### src/rtl/cpu_run_ctrl_if.sv
// cpu_run_ctrl_if: bundles the host command channel, breakpoint setup,
// CPU status inputs and the controller's outputs into one connection.
//   master : host/CPU side; drives commands, breakpoint and CPU status,
//            and observes enable, reset, state, counter and done status.
//   slave  : the run controller.
// Parameters: PC_W (program counter width), CNT_W (retired counter width).
interface cpu_run_ctrl_if #(
  parameter int PC_W  = 8,
  parameter int CNT_W = 16
);
  logic             cmd_valid;
  logic [1:0]       cmd_op;
  logic             cmd_ready;
  logic             bp_en;
  logic [PC_W-1:0]  bp_addr;
  logic [PC_W-1:0]  cpu_pc;
  logic             cpu_halted;
  logic             cpu_en;
  logic             cpu_rst;
  logic [1:0]       state;
  logic [CNT_W-1:0] cycle_cnt;
  logic             done;
  logic [1:0]       done_cause;

  modport master (
    output cmd_valid, cmd_op, bp_en, bp_addr, cpu_pc, cpu_halted,
    input  cmd_ready, cpu_en, cpu_rst, state, cycle_cnt, done, done_cause
  );

  modport slave (
    input  cmd_valid, cmd_op, bp_en, bp_addr, cpu_pc, cpu_halted,
    output cmd_ready, cpu_en, cpu_rst, state, cycle_cnt, done, done_cause
  );
endinterface

### src/rtl/cpu_run_ctrl.sv
// cpu_run_ctrl: sequences a single-cycle CPU through a per-instruction
// clock enable. Accepts RUN/STEP/STOP/CLEAR commands, stops on HALT,
// PC breakpoint, per-RUN instruction timeout or explicit STOP, reports the
// stop cause and counts retired instructions.
// Ports:
//   clk   : clock, rising edge
//   rst_n : asynchronous active-low reset
//   bus   : cpu_run_ctrl_if slave (command handshake, breakpoint, CPU
//           status in; cpu_en, cpu_rst, state, cycle_cnt, done, done_cause out)
module cpu_run_ctrl #(
  parameter int PC_W    = 8,
  parameter int CNT_W   = 16,
  parameter int TIMEOUT = 50
) (
  input  logic         clk,
  input  logic         rst_n,
  cpu_run_ctrl_if.slave bus
);

  typedef enum logic [1:0] {
    S_IDLE   = 2'd0,
    S_RUN    = 2'd1,
    S_STEP   = 2'd2,
    S_HALTED = 2'd3
  } state_t;

  localparam logic [1:0] OP_RUN   = 2'd0;
  localparam logic [1:0] OP_STEP  = 2'd1;
  localparam logic [1:0] OP_STOP  = 2'd2;
  localparam logic [1:0] OP_CLEAR = 2'd3;

  localparam logic [1:0] CAUSE_HALT = 2'd0;
  localparam logic [1:0] CAUSE_BP   = 2'd1;
  localparam logic [1:0] CAUSE_TO   = 2'd2;
  localparam logic [1:0] CAUSE_STOP = 2'd3;

  // run_cnt only ever needs to reach TIMEOUT
  localparam int               RUN_W     = $clog2(TIMEOUT + 1);
  localparam logic [RUN_W-1:0] RUN_LIMIT = RUN_W'(TIMEOUT);
  localparam logic [CNT_W-1:0] CNT_MAX   = '1;

  state_t           state_reg, state_next;
  logic [RUN_W-1:0] run_cnt_reg, run_cnt_next;
  logic             bp_skip_reg, bp_skip_next;
  logic [CNT_W-1:0] cycle_cnt_reg;
  logic             cpu_rst_reg;
  logic             done_reg, done_next;
  logic [1:0]       done_cause_reg, done_cause_next;

  logic             cmd_ready;
  logic             cmd_fire;
  logic             cpu_en;
  logic             clear_go;
  logic             bp_hit;
  logic             timeout_hit;
  logic             stop_cmd;
  logic             stop_now;
  logic [PC_W-1:0]  pc;

  assign pc          = bus.cpu_pc;
  assign cmd_ready   = (state_reg != S_STEP);
  assign cmd_fire    = bus.cmd_valid && cmd_ready;
  // bp_skip masks the breakpoint on the first RUN cycle so a resume from a
  // breakpoint executes the instruction it stopped on.
  assign bp_hit      = bus.bp_en && (pc == bus.bp_addr) && !bp_skip_reg;
  assign timeout_hit = (run_cnt_reg == RUN_LIMIT);
  assign stop_cmd    = cmd_fire && (bus.cmd_op == OP_STOP);
  assign stop_now    = bus.cpu_halted || bp_hit || timeout_hit || stop_cmd;

  always_ff @(posedge clk or negedge rst_n) begin
    if (!rst_n) begin
      state_reg      <= S_IDLE;
      run_cnt_reg    <= '0;
      bp_skip_reg    <= 1'b0;
      cycle_cnt_reg  <= '0;
      cpu_rst_reg    <= 1'b1;
      done_reg       <= 1'b0;
      done_cause_reg <= CAUSE_HALT;
    end else begin
      state_reg      <= state_next;
      run_cnt_reg    <= run_cnt_next;
      bp_skip_reg    <= bp_skip_next;
      cpu_rst_reg    <= clear_go;
      done_reg       <= done_next;
      done_cause_reg <= done_cause_next;
      if (clear_go)
        cycle_cnt_reg <= '0;
      else if (cpu_en && (cycle_cnt_reg != CNT_MAX))
        cycle_cnt_reg <= cycle_cnt_reg + 1'b1;
    end
  end

  always_comb begin
    state_next      = state_reg;
    run_cnt_next    = run_cnt_reg;
    bp_skip_next    = bp_skip_reg;
    done_next       = 1'b0;
    done_cause_next = done_cause_reg;
    cpu_en          = 1'b0;
    clear_go        = 1'b0;

    case (state_reg)
      S_IDLE: begin
        if (cmd_fire) begin
          case (bus.cmd_op)
            OP_RUN: begin
              state_next   = S_RUN;
              run_cnt_next = '0;
              bp_skip_next = 1'b1;
            end
            OP_STEP:  state_next = S_STEP;
            OP_CLEAR: clear_go   = 1'b1;
            default:  ;  // STOP while idle has nothing to stop
          endcase
        end
      end

      S_RUN: begin
        bp_skip_next = 1'b0;
        cpu_en       = !stop_now;
        if (stop_now) begin
          done_next  = 1'b1;
          state_next = bus.cpu_halted ? S_HALTED : S_IDLE;
          if (bus.cpu_halted)  done_cause_next = CAUSE_HALT;
          else if (bp_hit)     done_cause_next = CAUSE_BP;
          else if (timeout_hit) done_cause_next = CAUSE_TO;
          else                 done_cause_next = CAUSE_STOP;
        end else begin
          run_cnt_next = run_cnt_reg + 1'b1;
        end
      end

      S_STEP: begin
        cpu_en          = !bus.cpu_halted;
        done_next       = 1'b1;
        state_next      = bus.cpu_halted ? S_HALTED : S_IDLE;
        done_cause_next = bus.cpu_halted ? CAUSE_HALT : CAUSE_STOP;
      end

      S_HALTED: begin
        if (cmd_fire && (bus.cmd_op == OP_CLEAR)) begin
          state_next = S_IDLE;
          clear_go   = 1'b1;
        end
      end

      default: state_next = S_IDLE;
    endcase
  end

  assign bus.cmd_ready  = cmd_ready;
  assign bus.cpu_en     = cpu_en;
  assign bus.cpu_rst    = cpu_rst_reg;
  assign bus.state      = state_reg;
  assign bus.cycle_cnt  = cycle_cnt_reg;
  assign bus.done       = done_reg;
  assign bus.done_cause = done_cause_reg;

endmodule

### src/flat_wrapper.sv
// flat-port wrapper written by rule: the top's interface ports become plain ports
module cpu_run_ctrl_flat 
#(
  parameter int PC_W    = 8,
  parameter int CNT_W   = 16,
  parameter int TIMEOUT = 50
)
  (clk, rst_n, bus_cmd_valid, bus_cmd_op, bus_bp_en, bus_bp_addr, bus_cpu_pc, bus_cpu_halted, bus_cmd_ready, bus_cpu_en, bus_cpu_rst, bus_state, bus_cycle_cnt, bus_done, bus_done_cause);
  cpu_run_ctrl_if #(.PC_W(PC_W), .CNT_W(CNT_W)) bus_i ();
  input  logic clk;
  input  logic rst_n;
  input wire logic [$bits(bus_i.cmd_valid)-1:0] bus_cmd_valid;
  input wire logic [$bits(bus_i.cmd_op)-1:0] bus_cmd_op;
  input wire logic [$bits(bus_i.bp_en)-1:0] bus_bp_en;
  input wire logic [$bits(bus_i.bp_addr)-1:0] bus_bp_addr;
  input wire logic [$bits(bus_i.cpu_pc)-1:0] bus_cpu_pc;
  input wire logic [$bits(bus_i.cpu_halted)-1:0] bus_cpu_halted;
  output wire logic [$bits(bus_i.cmd_ready)-1:0] bus_cmd_ready;
  output wire logic [$bits(bus_i.cpu_en)-1:0] bus_cpu_en;
  output wire logic [$bits(bus_i.cpu_rst)-1:0] bus_cpu_rst;
  output wire logic [$bits(bus_i.state)-1:0] bus_state;
  output wire logic [$bits(bus_i.cycle_cnt)-1:0] bus_cycle_cnt;
  output wire logic [$bits(bus_i.done)-1:0] bus_done;
  output wire logic [$bits(bus_i.done_cause)-1:0] bus_done_cause;
  assign bus_i.cmd_valid = bus_cmd_valid;
  assign bus_i.cmd_op = bus_cmd_op;
  assign bus_i.bp_en = bus_bp_en;
  assign bus_i.bp_addr = bus_bp_addr;
  assign bus_i.cpu_pc = bus_cpu_pc;
  assign bus_i.cpu_halted = bus_cpu_halted;
  assign bus_cmd_ready = bus_i.cmd_ready;
  assign bus_cpu_en = bus_i.cpu_en;
  assign bus_cpu_rst = bus_i.cpu_rst;
  assign bus_state = bus_i.state;
  assign bus_cycle_cnt = bus_i.cycle_cnt;
  assign bus_done = bus_i.done;
  assign bus_done_cause = bus_i.done_cause;
  cpu_run_ctrl #(.PC_W(PC_W), .CNT_W(CNT_W), .TIMEOUT(TIMEOUT)) u_core (.clk(clk), .rst_n(rst_n), .bus(bus_i));
endmodule
### config.mk
export PLATFORM = sky130hd
export DESIGN_NAME = cpu_run_ctrl_flat
export DESIGN_NICKNAME = d
export VERILOG_FILES = /design/src/rtl/cpu_run_ctrl_if.sv /design/src/rtl/cpu_run_ctrl.sv /design/src/flat_wrapper.sv
export SDC_FILE = /design/constraint.sdc
export NUM_CORES = 1
export LEC_CHECK = 0
export ABC_AREA = 1
export BUFFER_PORTS_ARGS = -buffer_cell sky130_fd_sc_hd__buf_2
export CAP_MARGIN = 0
export CELL_PAD_IN_SITES_DETAIL_PLACEMENT = 0
export CELL_PAD_IN_SITES_GLOBAL_PLACEMENT = 1
export CORE_ASPECT_RATIO = 1.75
export CORE_MARGIN = 8
export CORE_UTILIZATION = 34
export DETAILED_ROUTE_END_ITERATION = 10
export PLACE_DENSITY = 0.82
export SYNTH_ARGS = -nofsm -noshare
export SYNTH_HDL_FRONTEND = slang
export SYNTH_SLANG_ARGS = --single-unit
### constraint.sdc
create_clock -name clk -period 2 [get_ports clk]
set_input_delay 0.4 -clock clk [delete_from_list [all_inputs] [get_ports clk]]
set_output_delay 0.4 -clock clk [all_outputs]
set_load 0.005 [all_outputs]
After elaboration in Yosys (flattened, before gate mapping)
Cells that the tools add are included.

Register bits: 29. Bits in latches: 0. RAM bits: 0. Bits in read-only memories: 0. Input port bits: 23. Output and inout bits: 24. Memories: 0.

Add/subtract/negate cells: 2. Multiply operators: 0. Div/mod/pow operators: 0. $lt $le $gt $ge: 0. Equal/unequal tests: 16. Shift-type cells: 0. Mux-type cells: 28. Bitwise operators: 0. Reductions and logical operators: 21.

Operator list (count): two-way mux 16 bit (2); two-way mux 6 bit (3); adder 16 x 1 -> 16 bit, second input constant (1); two-way mux 2 bit (8); inequality test 16 bit, second input constant (1); one-hot mux 6 bit (2 select lines) (1); == test 2 bit, second input constant (4); == test 8 bit (1); one-hot mux 1 bit (2 select lines) (4); one-hot mux 2 bit (2 select lines) (2); one-hot mux 2 bit (4 select lines) (1); AND reduction 4 bit (2); two-way mux 1 bit (7); adder 6 x 1 -> 6 bit, second input constant (1); == test 6 bit, second input constant (1); logical AND 1 bit (6); inequality test 2 x 1 -> 1 bit, second input constant (3); inequality test 2 bit, second input constant (3); nonzero test 2 bit (3); == test 2 x 1 -> 1 bit, second input constant (2); zero test 2 bit (2); zero test 1 bit (3); logical OR 1 bit (3); inequality test 3 bit, second input constant (1); 2 further kinds (2).

Depth between registers and ports, before layout
Gate-level depths: netlist of the first run.

Depth after elaboration: 11. Gate-level depth with buffers: 13. Depth with buffers taken out: 13.

Worst setup path before layout of the first run
Ideal clock, no wire load.

Path type: reg2out. Start point: reg u_core.state_reg[0], in the netlist u_core.bus.state[0]. End point: out bus_cpu_en. Arrival time: 1.599 ns. Path slack: 0.001 ns. Cell stages (with the launch flop): 8. Buffers on the path: 1. Cell sequence: dfrtp_1 -> inv_1 -> ha_1 -> nor2_1 -> a31oi_1 -> nand4_1 -> a21oi_2 -> buf_2.

Word-level cells in the longest chain between the ends: 6. Elaborated cells between the ends (all ways): 8. Classes of those cells: 3 x eq/ne; 1 x mux; 4 x reduce/logical.

Ends and longest elaborated chain: start, declared (RTL line cpu_run_ctrl.sv:42) `state_t state_reg, state_next;`; start signal, assigned (RTL line cpu_run_ctrl.sv:80) `state_reg <= state_next;`; inequality test 2 bit (RTL line cpu_run_ctrl.sv:61) `assign cmd_ready = (state_reg != S_STEP);`; logical AND 1 bit (RTL line cpu_run_ctrl.sv:62) `assign cmd_fire = bus.cmd_valid && cmd_ready;`; logical AND 1 bit (RTL line cpu_run_ctrl.sv:67) `assign stop_cmd = cmd_fire && (bus.cmd_op == OP_STOP);`; logical OR 1 bit (RTL line cpu_run_ctrl.sv:68) `assign stop_now = bus.cpu_halted || bp_hit || timeout_hit || stop_cmd;`; zero test 1 bit (RTL line cpu_run_ctrl.sv:120) `cpu_en = !stop_now;`; one-hot mux 1 bit (2 select lines) (*) (RTL line cpu_run_ctrl.sv:102) `case (state_reg)`; end, declared (RTL line flat_wrapper.sv:19) `output wire logic [$bits(bus_i.cpu_en)-1:0] bus_cpu_en;`.

Every way passes the cells marked *; elsewhere a longest branch is shown, timed or not.

Final worst setup path of the first run
Start point: reg u_core.state_reg[1], in the netlist u_core.bus.state[1]. End point: out bus_cpu_en.

Same word-level chain as after synthesis.

==> metrics.md, run 1 <==
| Metric | Value |
|---|---|
| Final Cell Area | 2650 um2 |
| Synth Area per Inst | 7.39 um2 |
| Layout cells sized above 1 | 32.2% |
| Max reg flops | 16 |
| Pwr Density | 1010 nW/um2 |
| Critical Path Fanout Max | 6 |
| Largest family of logic cells by synthesized area | simple AND/OR/NAND/NOR gates |
| Xor/xnor share of the synthesized area | 7.69% |
| Core area | 5540 um2 |
| Final cycle utilization of the critical path | 102% |
| Sequential area share after synthesis | 37.6% |
| Final hold violations | 0 |
| Cts bufs inserted | 5 |
| Die Y-Extent | 116 um |
| Slew HR | 54.9% |
| Total gr overflow | 0 |
| Setup crit start kind | flop |
| YS warnings | 0 |
| WL final | 5780 um |
| First-pass GRT wire length | 9320 um |
| Non-Filler Instances | 411 |
| ANT cells | 0 |
| Maximum Capacitance Violations | 0 |
| Synth Area in Simple Gates | 35.2% |
| Tmin final | 2.04 ns |
| Clk_lat worst skew | 0.29 ns |
| Root buf cell | clkbuf_8 |
| GP Congestion | 0.829 |
| Clock tree buffer depth | 2 |
| Antenna violations before repair | 0 |
| Site Rows | 36 |
| Slowest Stage Delay on Critical Path | 0.43 ns |
| Post-Synth Adder-Cell Area | 4.52% |
| Worst Path Required | 1.60 ns |
| Nets | 364 |
| Per-cell routed wire length | 14.1 um |
| Initial Util | 34.9% |
| Worst path slowest cell | dfrtp_1 |
| Clock slew seen by the registers of the worst setup and hold paths | 0.08 ns |
| Setup ws final | -0.0402 ns |
| Slew at the pin with the worst max-slew slack | 0.676 ns |
| Post-synthesis cell type with the largest combined area | dfrtp_1 |
| Via-per-instance ratio | 4.85 |
| Total track usage | 14.1% |
| Status | finished with violations |
| Failing checks | negative setup slack |
| H-tree lvl count | 2 |
| CTS Sinks | 29 |
| Layout area overhead | 36.9% |
| Gate count of the mapped netlist | 262 |
| Final Setup Violations | 1 |
| Fin Clk Skew | 0.0112 ns |
| Yosys reg bits | 29 |
| Setup TNS | -0.0402 ns |
| CP Class | flop to output pin |
| Drt drc | 0 |
| Synthesized cell area | 1940 um2 |
| Crit path DAT | 1.64 ns |
| Number of DRC markers in iteration 0 | 43 |
| LEAKAGE | 1.42 nW |
| Most used cell, CP | inv_1 |
| Post-synth top area share | 36.2% |
| Mux cell area share after synthesis | 0% |
| DR pass1 iterations | 4 |
| Critical Path, Cell by Cell | inv_1 > ha_4 > inv_1 > a21oi_2 > buf_2 |
| Worst hold margin | 0.150 ns |
| Detailed Place HPWL | 4210 um |
| Die width | 73.0 um |
| Tightest Hold Check Type | input pin to async pin |
| Netlist cell types | 29 |
| Compound-gate portion of the synthesized area | 6.27% |
| Crit end category | output pin |
| Final ANT Viol Nets | 0 |
| Total chip power | 2.68 mW |
| Vias after detailed routing | 1995 |
| PortBufs | 46 |
| Top Ports | 47 |
| Placement Cell Area | 2300 um2 |
| Mapped Nets | 292 |
| Peak VDD IR | 0.631 mV |
| RSZ-0062 raised after global routing | yes |
| Synth area leaders | dfrtp_1, nand2_1, nand3_1, inv_1, xor2_1 |
| Cells after DPL | 389 |
| Max Slew Vio Count | 0 |
| Vias in the first global route | 2090 |
| Max Fclk | 490 MHz |
| Die area | 8460 um2 |
| Largest net degree at the start of global routing | 30 |
| CTS tree | built |
-- area by class of cell --
type / instances / area, um2
timing repair buffer: 67 / 392
clock inverter: 2 / 37.5
fill: 564 / 2890
clock buffer: 6 / 82.6
multi-input combinational: 194 / 1180
inverter: 37 / 139
tap: 76 / 95.1
sequential: 29 / 727
-- cell usage in the layout, fill, tap and decap left out, drive strengths merged --
cell type / count
nand2: 71
buf: 67
nand3: 45
inv: 36
dfrtp: 28
nor2: 20
o21ai: 15
xor2: 14
ha: 7
clkbuf: 6
a21oi: 6
nand4: 4
nor3: 4
xnor2: 3
or2: 3
a31oi: 2
clkinv: 1
bufinv: 1
clkinvlp: 1
dfstp: 1
-- worst max-delay path, delay by kind of cell, from the launching register on --
family | cells | cell delay, ns
adders and majority gates | 1 | 0.37
DFF | 1 | 0.43
buffers and inverters | 3 | 0.40
AOI/OAI and AO/OA | 1 | 0.17
-- cell usage after synthesis --
cell      number
ha_1           7
a31oi_1        2
nor2_2         1
nor3_1         2
nand4_1        4
inv_1         33
nor3_2         1
o21ai_1       11
xor2_1        14
nand2_1       69
nand3_4        2
buf_2          3
dfrtp_1       28
inv_2          3
dfstp_2        1
nor2_1        18
a21oi_1        5
nor3_4         1
nand3_2        1
buf_8          1
o21ai_0        4
clkinv_1       1
a21oi_2        1
nand3_1       40
xnor2_1        3
or2_1          1
nand2_2        2
or2_2          2
nor2_4         1
-- per-stage QoR --
stage / setup WS, ns / util [%]
3_3_place_gp: 0.117 / 41.5
4_1_cts: -0.0760 / 45.5
5_1_grt: -0.129 / 47.8
2_1_floorplan: 0.000814 / -
3_5_place_dp: 0.0790 / 41.5
6_report: -0.0402 / 47.8
-- logic make-up after synthesis --
| logic type | count (synthesis) |
|---|---|
| AOI/OAI and AO/OA | 23 |
| and+or+nand+nor | 145 |
| adders and majority gates | 7 |
| xor gates and xnor gates | 17 |
| buffers and inverters | 41 |
| DFF | 29 |
-- routing by layer --
layer / share of wire (%) / track usage [%]
met1: 36 / 12.8
met2: 55 / 27.1
met3: 5.4 / 3.73
met4: 3.5 / 7.39
met5: 0 / 0
-- final timing paths --
check	startpoint	cells past startpoint	endpoint	slack [ns]
min in group clk	bus_cpu_halted	4	u_core.bus.done_cause[0]	0.48
hold reg to reg	u_core.bus.done_cause[0]	2	u_core.bus.done_cause[0]	0.53
setup reg to reg	u_core.run_cnt_reg[0]	13	u_core.bus.cycle_cnt[1]	0.01
hold / removal	rst_n	1	u_core.bus.cycle_cnt[2]	0.15
setup / recovery	u_core.bus.state[1]	5	bus_cpu_en	-0.04
max in group asynchronous	rst_n	1	u_core.bus.cycle_cnt[8]	1.41
-- what timing repair did --
action	in CTS	in global routing
setup buffers	8	4
gates resized for setup	11	14
pin swaps	4	5
cloned	0	2
endpoints found under the setup margin	1	18
endpoints found under the hold margin	0	0
hold buffers	0	0
-- where the power goes --
part	switching (mW)	leakage, nW	total, mW	internal (mW)
clock	0.244	0.0574	0.649	0.405
sequential	0.0948	0.388	0.802	0.707
combinational	0.698	0.970	1.23	0.531
No activity file was read; power rests on OpenSTA's default activity.
==> run 2: changes to the inputs <==
--- a/config.mk
+++ b/config.mk
@@ -12,9 +12,11 @@
 export CELL_PAD_IN_SITES_GLOBAL_PLACEMENT = 1
 export CORE_ASPECT_RATIO = 1.75
 export CORE_MARGIN = 8
-export CORE_UTILIZATION = 34
+export CORE_UTILIZATION = 36
+export CTS_BUF_LIST = sky130_fd_sc_hd__clkbuf_8
 export DETAILED_ROUTE_END_ITERATION = 10
-export PLACE_DENSITY = 0.82
+export PLACE_DENSITY = 0.86
+export RECOVER_POWER = 100
 export SYNTH_ARGS = -nofsm -noshare
 export SYNTH_HDL_FRONTEND = slang
 export SYNTH_SLANG_ARGS = --single-unit
==> run 2 against run 1 <==
Net effect: the flow finishes with violations (max-capacitance violations, max-slew violations, negative setup slack); routed wire length is 8.9% lower; flip-flop and latch count stayed put; worst hold slack better by 0.28 ns; first-iteration DRC count is 12% lower; power is 7.8% lower; worst setup slack better by 0.0030 ns; utilization is 0.74 points higher; register-to-register slack better by 0.08 ns; critical path type unchanged; critical endpoint unchanged.
==> metrics.md, run 2 (synthesis results as in run 1) <==
| Metric | Value |
|---|---|
| CTS tree | built |
| Via-per-instance ratio | 5.01 (+3.2%) |
| Die width | 71.4 um (-2.2%) |
| Vias after detailed routing | 1933 (-3.1%) |
| Setup ws final | -0.0372 ns (+0.00302 ns) |
| Per-cell routed wire length | 13.6 um (-3.0%) |
| Site Rows | 35 (-2.8%) |
| Slew at the pin with the worst max-slew slack | 1.59 ns (+0.911 ns) |
| Root buf cell | clkbuf_8 |
| Crit path DAT | 1.64 ns (about the same) |
| Detailed Place HPWL | 3890 um (-7.6%) |
| Final cycle utilization of the critical path | 102% (-0.15 points) |
| Reg2reg end | u_core.run_cnt_reg[5] |
| Critical Path Fanout Max | 3 (-3) |
| Max reg flops | 16 (unchanged) |
| Worst Setup SP | u_core.run_cnt_reg[1] |
| Final ANT Viol Nets | 0 (unchanged) |
| Total chip power | 2.47 mW (-7.8%) |
| WL final | 5260 um (-8.9%) |
| Largest net degree at the start of global routing | 30 (unchanged) |
| Top Ports | 47 (unchanged) |
| Core area | 5210 um2 (-5.9%) |
| Worst Path Required | 1.60 ns (about the same) |
| Final Setup Violations | 1 (unchanged) |
| Slew HR | -5.83% (-61 points) |
| Internal Pwr Total | 1.50 mW (-8.8%) |
| Worst hold margin | 0.434 ns (+0.284 ns) |
| Max Slew Vio Count | 30 (+30) |
| R2r setup slk | 0.09 ns (+0.08 ns) |
| GP Congestion | 0.886 (+6.9%) |
| Worst reg2reg startpoint | u_core.bus.state[1] |
| Final hold violations | 0 (unchanged) |
| Slowest Stage Delay on Critical Path | 0.41 ns (-0.02 ns) |
| ANT cells | 0 (unchanged) |
| Storage cell area | 727 um2 (unchanged) |
| Status | finished with violations |
| Most common cell after layout, fill and taps aside | nand2_1 |
| Cts bufs inserted | 5 (unchanged) |
| Total track usage | 13.6% (-0.51 points) |
| Total gr overflow | 0 (unchanged) |
| Logic pwr share | 44.0% (-1.9 points) |
| CTS Sinks | 29 (unchanged) |
| Number of DRC markers in iteration 0 | 38 (-12%) |
| Tightest Hold Check Type | input pin to flop |
| Util after Layout | 48.6% (+0.74 points) |
| Antenna violations before repair | 0 (unchanged) |
| Max Fclk | 491 MHz (+0.15%) |
| Pwr Density | 976 nW/um2 (-3.5%) |
| Clk_lat worst skew | 0.28 ns (about the same) |
| Switch share | 39.3% (+0.63 points) |
| H-tree lvl count | 2 (unchanged) |
| Critical Path End | bus_cpu_en |
| Multi-input logic area | 1130 um2 (-3.6%) |
| Clock power share | 23.7% (-0.5 points) |
| Layout area overhead | 30.8% |
| Peak VDD IR | 0.765 mV (+21%) |
| Fillers | 526 (-6.7%) |
| Failing checks | max-capacitance violations, max-slew violations, negative setup slack |
| First-pass GRT wire length | 8800 um (-5.5%) |
| Clock tree buffer depth | 2 (unchanged) |
| Clock slew seen by the registers of the worst setup and hold paths | 0.07 ns (about the same) |
| Seq pwr share | 32.2% (+2.3 points) |
| Most frequent cells in the layout | nand2_1, nand3_1, buf_2 |
| Vias in the first global route | 1933 (-7.5%) |
| RSZ-0062 raised after global routing | yes |
| Nets | 361 (-0.82%) |
| Fin Clk Skew | 0.0101 ns (-0.00107 ns) |
| CP Class | flop to output pin |
| DR pass1 iterations | 4 (unchanged) |
| Sw power | 0.971 mW (-6.3%) |
| Worst path slowest cell | dfrtp_1 |
| Tmin final | 2.04 ns (-0.00302 ns) |
| Initial Util | 37.1% (+2.2 points) |
| Crit end category | output pin |
| Die area | 8070 um2 (-4.6%) |
| Worst Reg-to-Reg Cells | 11 (-2) |
| Maximum Capacitance Violations | 1 (+1) |
| Setup crit start kind | flop |
| Die Y-Extent | 113 um (-2.4%) |
| PortBufs | 46 (unchanged) |
| LEAKAGE | 1.33 nW (-5.8%) |
| Critical Path, Cell by Cell | ha_4 > nand3_4 > nor2_4 > a31oi_4 > nand4_1 > a21oi_2 > buf_2 |
| Drt drc | 0 (unchanged) |
| Layout cells sized above 1 | 25.4% (-6.9 points) |
## run 2: cell types whose count changed in the layout (fill, tap and decap cells not counted), sizes merged
cell    before  now
buf         67   48
clkbuf       6   23
nand3       45   43
clkinv       1    2
inv         36   35
## run 2: final cells by class
type                       instances  area share [%]
multi-input combinational        192            44.8
sequential                        29            28.7
clock buffer                       5            2.72
inverter                          37            5.64
tap                               55            2.72
clock inverter                     2            1.38
timing repair buffer              66            14.0
## run 2: critical path: cells and delay by family, from the launching register on
kind                       cells  cell delay [ns]
buffers and inverters          1             0.14
adders and majority gates      1             0.17
and+or+nand+nor                3             0.28
DFF                            1             0.41
AOI/OAI and AO/OA              2             0.36
## run 2: what timing repair did
action / 4_1_cts / 5_1_grt
setup endpoints to repair: 1 / 11
gates resized for setup: 9 / 13
hold buffers: 0 / 0
pin swaps: 3 / 3
setup buffers: 8 / 3
## run 2: power by group through the flow
stage / registers [mW] / logic [mW] / clock network (mW)
6_report: 0.797 / 1.09 / 0.586
5_1_grt: 0.813 / 1.22 / 0.630
4_1_cts: 0.795 / 1.03 / 0.603
3_5_place_dp: 0.807 / 0.919 / 0
3_3_place_gp: 0.799 / 0.915 / 0
2_1_floorplan: 0.814 / 0.562 / 0
## run 2: worst min path at each step
| stage | to | cells after the start | startpoint | slack, ns |
|---|---|---|---|---|
| after detailed placement | u_core.bus.cycle_cnt[11] | 1 | rst_n | 0.48 |
| after CTS | u_core.bus.cycle_cnt[7] | 1 | rst_n | 0.17 |
| after floorplan | u_core.bp_skip_reg | 0 | rst_n | 0.10 |
| after global routing | u_core.bus.done_cause[0] | 4 | bus_cpu_halted | 0.47 |
| after global placement | u_core.bus.cycle_cnt[12] | 1 | rst_n | 0.47 |
| final | u_core.bus.done_cause[0] | 4 | bus_cpu_halted | 0.43 |
## run 2: stage by stage
step	setup TNS, ns	area (um2)	setup WS, ns	instances
finish	-0.0372	2530	-0.0372	386
global route	-0.809	2530	-0.147	386
CTS	-0.0788	2470	-0.0788	383
detailed placement	0	2270	0.122	368
global placement	0	2270	0.132	368
floorplan	0	1940	0.000814	262
## run 2: layer usage
layer	global-route usage, %	vias up	share of wire, %
li1	-	970	-
met1	13.0	889	37
met2	25.7	63	54
met3	3.28	11	5.8
met4	6.57	0	2.7
met5	0	-	0
==> run 3: changes to the inputs <==
--- a/config.mk
+++ b/config.mk
@@ -5,18 +5,18 @@
 export SDC_FILE = /design/constraint.sdc
 export NUM_CORES = 1
 export LEC_CHECK = 0
-export ABC_AREA = 1
 export BUFFER_PORTS_ARGS = -buffer_cell sky130_fd_sc_hd__buf_2
 export CAP_MARGIN = 0
 export CELL_PAD_IN_SITES_DETAIL_PLACEMENT = 0
 export CELL_PAD_IN_SITES_GLOBAL_PLACEMENT = 1
 export CORE_ASPECT_RATIO = 1.75
 export CORE_MARGIN = 8
-export CORE_UTILIZATION = 36
+export CORE_UTILIZATION = 37
 export CTS_BUF_LIST = sky130_fd_sc_hd__clkbuf_8
 export DETAILED_ROUTE_END_ITERATION = 10
-export PLACE_DENSITY = 0.86
+export PLACE_DENSITY = 0.85
 export RECOVER_POWER = 100
+export SLEW_MARGIN = 40
 export SYNTH_ARGS = -nofsm -noshare
 export SYNTH_HDL_FRONTEND = slang
 export SYNTH_SLANG_ARGS = --single-unit
==> run 3 against run 2 <==
Net effect: critical path depth shrank 1; synthesized cell count down 24%; global-route usage up 1.0 points; routed wire length rose by 3.0%; synthesized area is 5.4% lower; count of clock-buffer cells in the layout increased by 1; the run still ends with max-capacitance violations, max-slew violations, negative setup slack left; maximum frequency down 10%.
==> metrics.md, run 3 <==
| Metric | Value |
|---|---|
| Status | finished with violations |
| Failing checks | max-capacitance violations, max-slew violations, negative setup slack |
| Clk_lat worst skew | 0.28 ns (about the same) |
| Number of DRC markers in iteration 0 | 113 (+200%) |
| Clock slew seen by the registers of the worst setup and hold paths | 0.06 ns (about the same) |
| # hold bufs at CTS | 0 (unchanged) |
| Crit path DAT | 1.87 ns (+0.23 ns) |
| Critical Path, Cell by Cell | ha_2 > and4b_1 > a221o_1 > nor2_1 > o2bb2ai_2 > buf_2 |
| PortBufs | 46 (unchanged) |
| Sw power | 1.15 mW (+19%) |
| Initial Util | 37.4% (+0.30 points) |
| Worst hold endpoint | u_core.bus.done_cause[1] |
| Most frequent cells in the layout | buf_2, buf_4, dfrtp_1 |
| Clock tree buffer depth | 2 (unchanged) |
| Pre-CTS setup slack | -0.241 ns (-0.362 ns) |
| Setup ws final | -0.275 ns (-0.237 ns) |
| Worst hold margin | 0.476 ns (+0.0422 ns) |
| Prevailing post-synth register cell | dfrtp_1 |
| Slew HR | -7.75% (-1.9 points) |
| Synth area leaders | dfrtp_1, ha_1, xor2_1, nand3_1, nand2_1 |
| CTS Sinks | 29 (unchanged) |
| Crit end category | output pin |
| Hold Crit Start | bus_cpu_halted |
| Final cycle utilization of the critical path | 114% (+12 points) |
| Final ANT Viol Nets | 0 (unchanged) |
| Post-synth EDFFs | 0 (unchanged) |
| Root buf cell | clkbuf_8 |
| First-pass GRT wire length | 9180 um (+4.3%) |
| R2r setup slk | -0.27 ns (-0.36 ns) |
| Top Ports | 47 (unchanged) |
| Total track usage | 14.6% (+1.0 points) |
| Top-count cell post-synth | dfrtp_1 |
| Vias in the first global route | 2043 (+5.7%) |
| Slew at the pin with the worst max-slew slack | 1.62 ns (+0.0287 ns) |
| Internal Pwr Total | 1.83 mW (+22%) |
| Synthesized cell area | 1830 um2 (-5.4%) |
| Tightest Hold Check Type | input pin to flop |
| Async set-reset flop share out of synthesis | 100% (unchanged) |
| Setup crit start kind | flop |
| Logic pwr share | 54.9% (+11 points) |
| YS warnings | 0 (unchanged) |
| Drt drc | 0 (unchanged) |
| Peak VDD IR | 0.616 mV (-19%) |
| Slowest Stage Delay on Critical Path | 0.39 ns (-0.02 ns) |
| Via-per-instance ratio | 5.40 (+7.8%) |
| DR pass1 iterations | 5 (+1) |
| Synth top cells by count | dfrtp_1, nand2_1, nand3_1, a21oi_1, nor2_1 |
| Layout cells sized above 1 | 37.5% (+12 points) |
| Max Fclk | 440 MHz (-10%) |
| Nets | 336 (-6.9%) |
| Site Rows | 34 (-2.9%) |
| Hold Crit Depth | 3 (-1) |
| Util after Layout | 54.9% (+6.4 points) |
| Tmin final | 2.27 ns (+0.237 ns) |
| Largest net degree at the start of global routing | 30 (unchanged) |
| Fin Clk Skew | 0.00557 ns (-0.00454 ns) |
| WL final | 5420 um (+3.0%) |
| Core area | 4890 um2 (-6.1%) |
| Max Slew Vio Count | 30 (unchanged) |
| Critical Path Fanout Max | 4 (+1) |
| Post-synth top area share | 38.3% (+2.1 points) |
| Seq pwr share | 28.8% (-3.4 points) |
| Die width | 69.2 um (-3.1%) |
| Cts bufs inserted | 5 (unchanged) |
| Worst path slowest cell | a221o_1 |
| Synth Area per Inst | 9.20 um2 (+25%) |
| Per-cell routed wire length | 15.0 um (+10%) |
| Worst Reg-to-Reg Cells | 7 (-4) |
| RSZ-0062 raised after global routing | yes |
| Worst reg2reg startpoint | u_core.run_cnt_reg[1] |
| ANT cells | 0 (unchanged) |
| Most common cell after layout, fill and taps aside | buf_2 |
| Netlist cell types | 50 (+72%) |
| Final Setup Violations | 25 (+24) |
| Reg2reg end | u_core.bus.state[0] |
| Die area | 7550 um2 (-6.5%) |
| Detailed Place HPWL | 4200 um (+8.0%) |
| CTS tree | built |
| CP Class | flop to output pin |
| Max reg flops | 16 (unchanged) |
| Buffer and inverter count on the worst path | 1 (unchanged) |
| Worst Path Required | 1.60 ns (about the same) |
| Top Family by Delay on Critical Path | compound AO/OA/AOI/OAI gates |
| Yosys reg bits | 29 (unchanged) |
| Die Y-Extent | 109 um (-3.5%) |
| Gate count of the mapped netlist | 199 (-24%) |
| LEAKAGE | 1.33 nW (-0.17%) |
| Mapped Nets | 229 (-22%) |
| Layout area overhead | 46.7% |
| Post-synthesis cell type with the largest combined area | dfrtp_1 |
| Sequential area share after synthesis | 39.7% (+2.1 points) |
| Switch share | 38.7% (-0.63 points) |
| Clock power share | 16.3% (-7.4 points) |
| Maximum Capacitance Violations | 1 (unchanged) |
| Final hold violations | 0 (unchanged) |
| H-tree lvl count | 2 (unchanged) |
| Pwr Density | 1110 nW/um2 (+14%) |
| Vias after detailed routing | 1949 (+0.83%) |
| Antenna violations before repair | 0 (unchanged) |
| Total gr overflow | 0 (unchanged) |
| GP Congestion | 0.806 (-9.1%) |
run 3: cell types whose count changed in the layout (fill, tap and decap cells not counted), sizes merged, moves of 7 or more:
cell	previous run	this run
nand2	71	15
buf	48	85
nand3	43	12
inv	35	12
nor2	20	11
o21ai	15	7
nor3	4	11
run 3: layout make-up:
cell class | instances | area [um2]
clock buffers | 6 | 82.6
multi-input cells | 155 | 1140
clock inverters | 2 | 7.51
repair buffers | 105 | 623
flip-flops and latches | 29 | 727
fillers | 453 | 2200
well taps | 54 | 67.6
inverters | 10 | 37.5
run 3: through the flow:
step,TNS [ns],area (um2),power (mW),std cells
after floorplan,-0.660,1850,1.64,199
after global placement,-2.57,2480,2.36,343
after detailed placement,-3.84,2480,2.40,343
after CTS,-5.27,2700,3.04,357
after global routing,-7.10,2690,3.20,361
final,-4.45,2690,2.98,361
run 3: kinds of logic after synthesis:
family,count (synthesis),synth area share [%]
adders and majority gates,7,4.78
muxes,6,3.42
and+or+nand+nor,84,24.9
xor gates and xnor gates,13,6.22
AOI/OAI and AO/OA,45,17.4
buffers and inverters,15,3.62
DFF,29,39.7
run 3: metal layers:
layer	up-vias	track usage (%)	share of wire, %
met5	-	0	0
met4	0	6.04	1.9
met3	11	3.64	5.3
met2	66	28.6	55
met1	922	14.0	37
li1	950	-	-
run 3: worst max-delay path by stage:
| stage | to | from | cells past startpoint | slack [ns] |
|---|---|---|---|---|
| 2_1_floorplan | u_core.bus.state[0] | u_core.run_cnt_reg[0] | 9 | -0.21 |
| 3_3_place_gp | u_core.bus.cycle_cnt[3] | u_core.bus.state[0] | 8 | -0.20 |
| 3_5_place_dp | u_core.bus.cycle_cnt[3] | u_core.bus.state[0] | 8 | -0.24 |
| 4_1_cts | u_core.bus.cycle_cnt[12] | u_core.run_cnt_reg[1] | 8 | -0.31 |
| 5_1_grt | u_core.bus.cycle_cnt[12] | u_core.run_cnt_reg[1] | 8 | -0.38 |
| 6_report | bus_cpu_en | u_core.run_cnt_reg[1] | 6 | -0.27 |
run 3: what timing repair did:
action / CTS / global route
buffers inserted: 6 / 4
endpoints found under the hold margin: 0 / 0
setup endpoints to repair: 27 / 27
pin swaps: 13 / 6
resized for setup: 15 / 8
cloned: 0 / 0
run 3: power by group through the flow:
| stage | registers, mW | logic, mW | clock network [mW] |
|---|---|---|---|
| 4_1_cts | 0.863 | 1.67 | 0.501 |
| 3_3_place_gp | 0.868 | 1.49 | 0 |
| 2_1_floorplan | 0.955 | 0.683 | 0 |
| 3_5_place_dp | 0.874 | 1.52 | 0 |
| 5_1_grt | 0.879 | 1.80 | 0.523 |
| 6_report | 0.858 | 1.64 | 0.485 |
run 3: tightest hold or removal path, delay by kind of cell:
family                 cells  cell delay [ns]
buffers and inverters      2             0.23
AOI/OAI and AO/OA          1             0.07
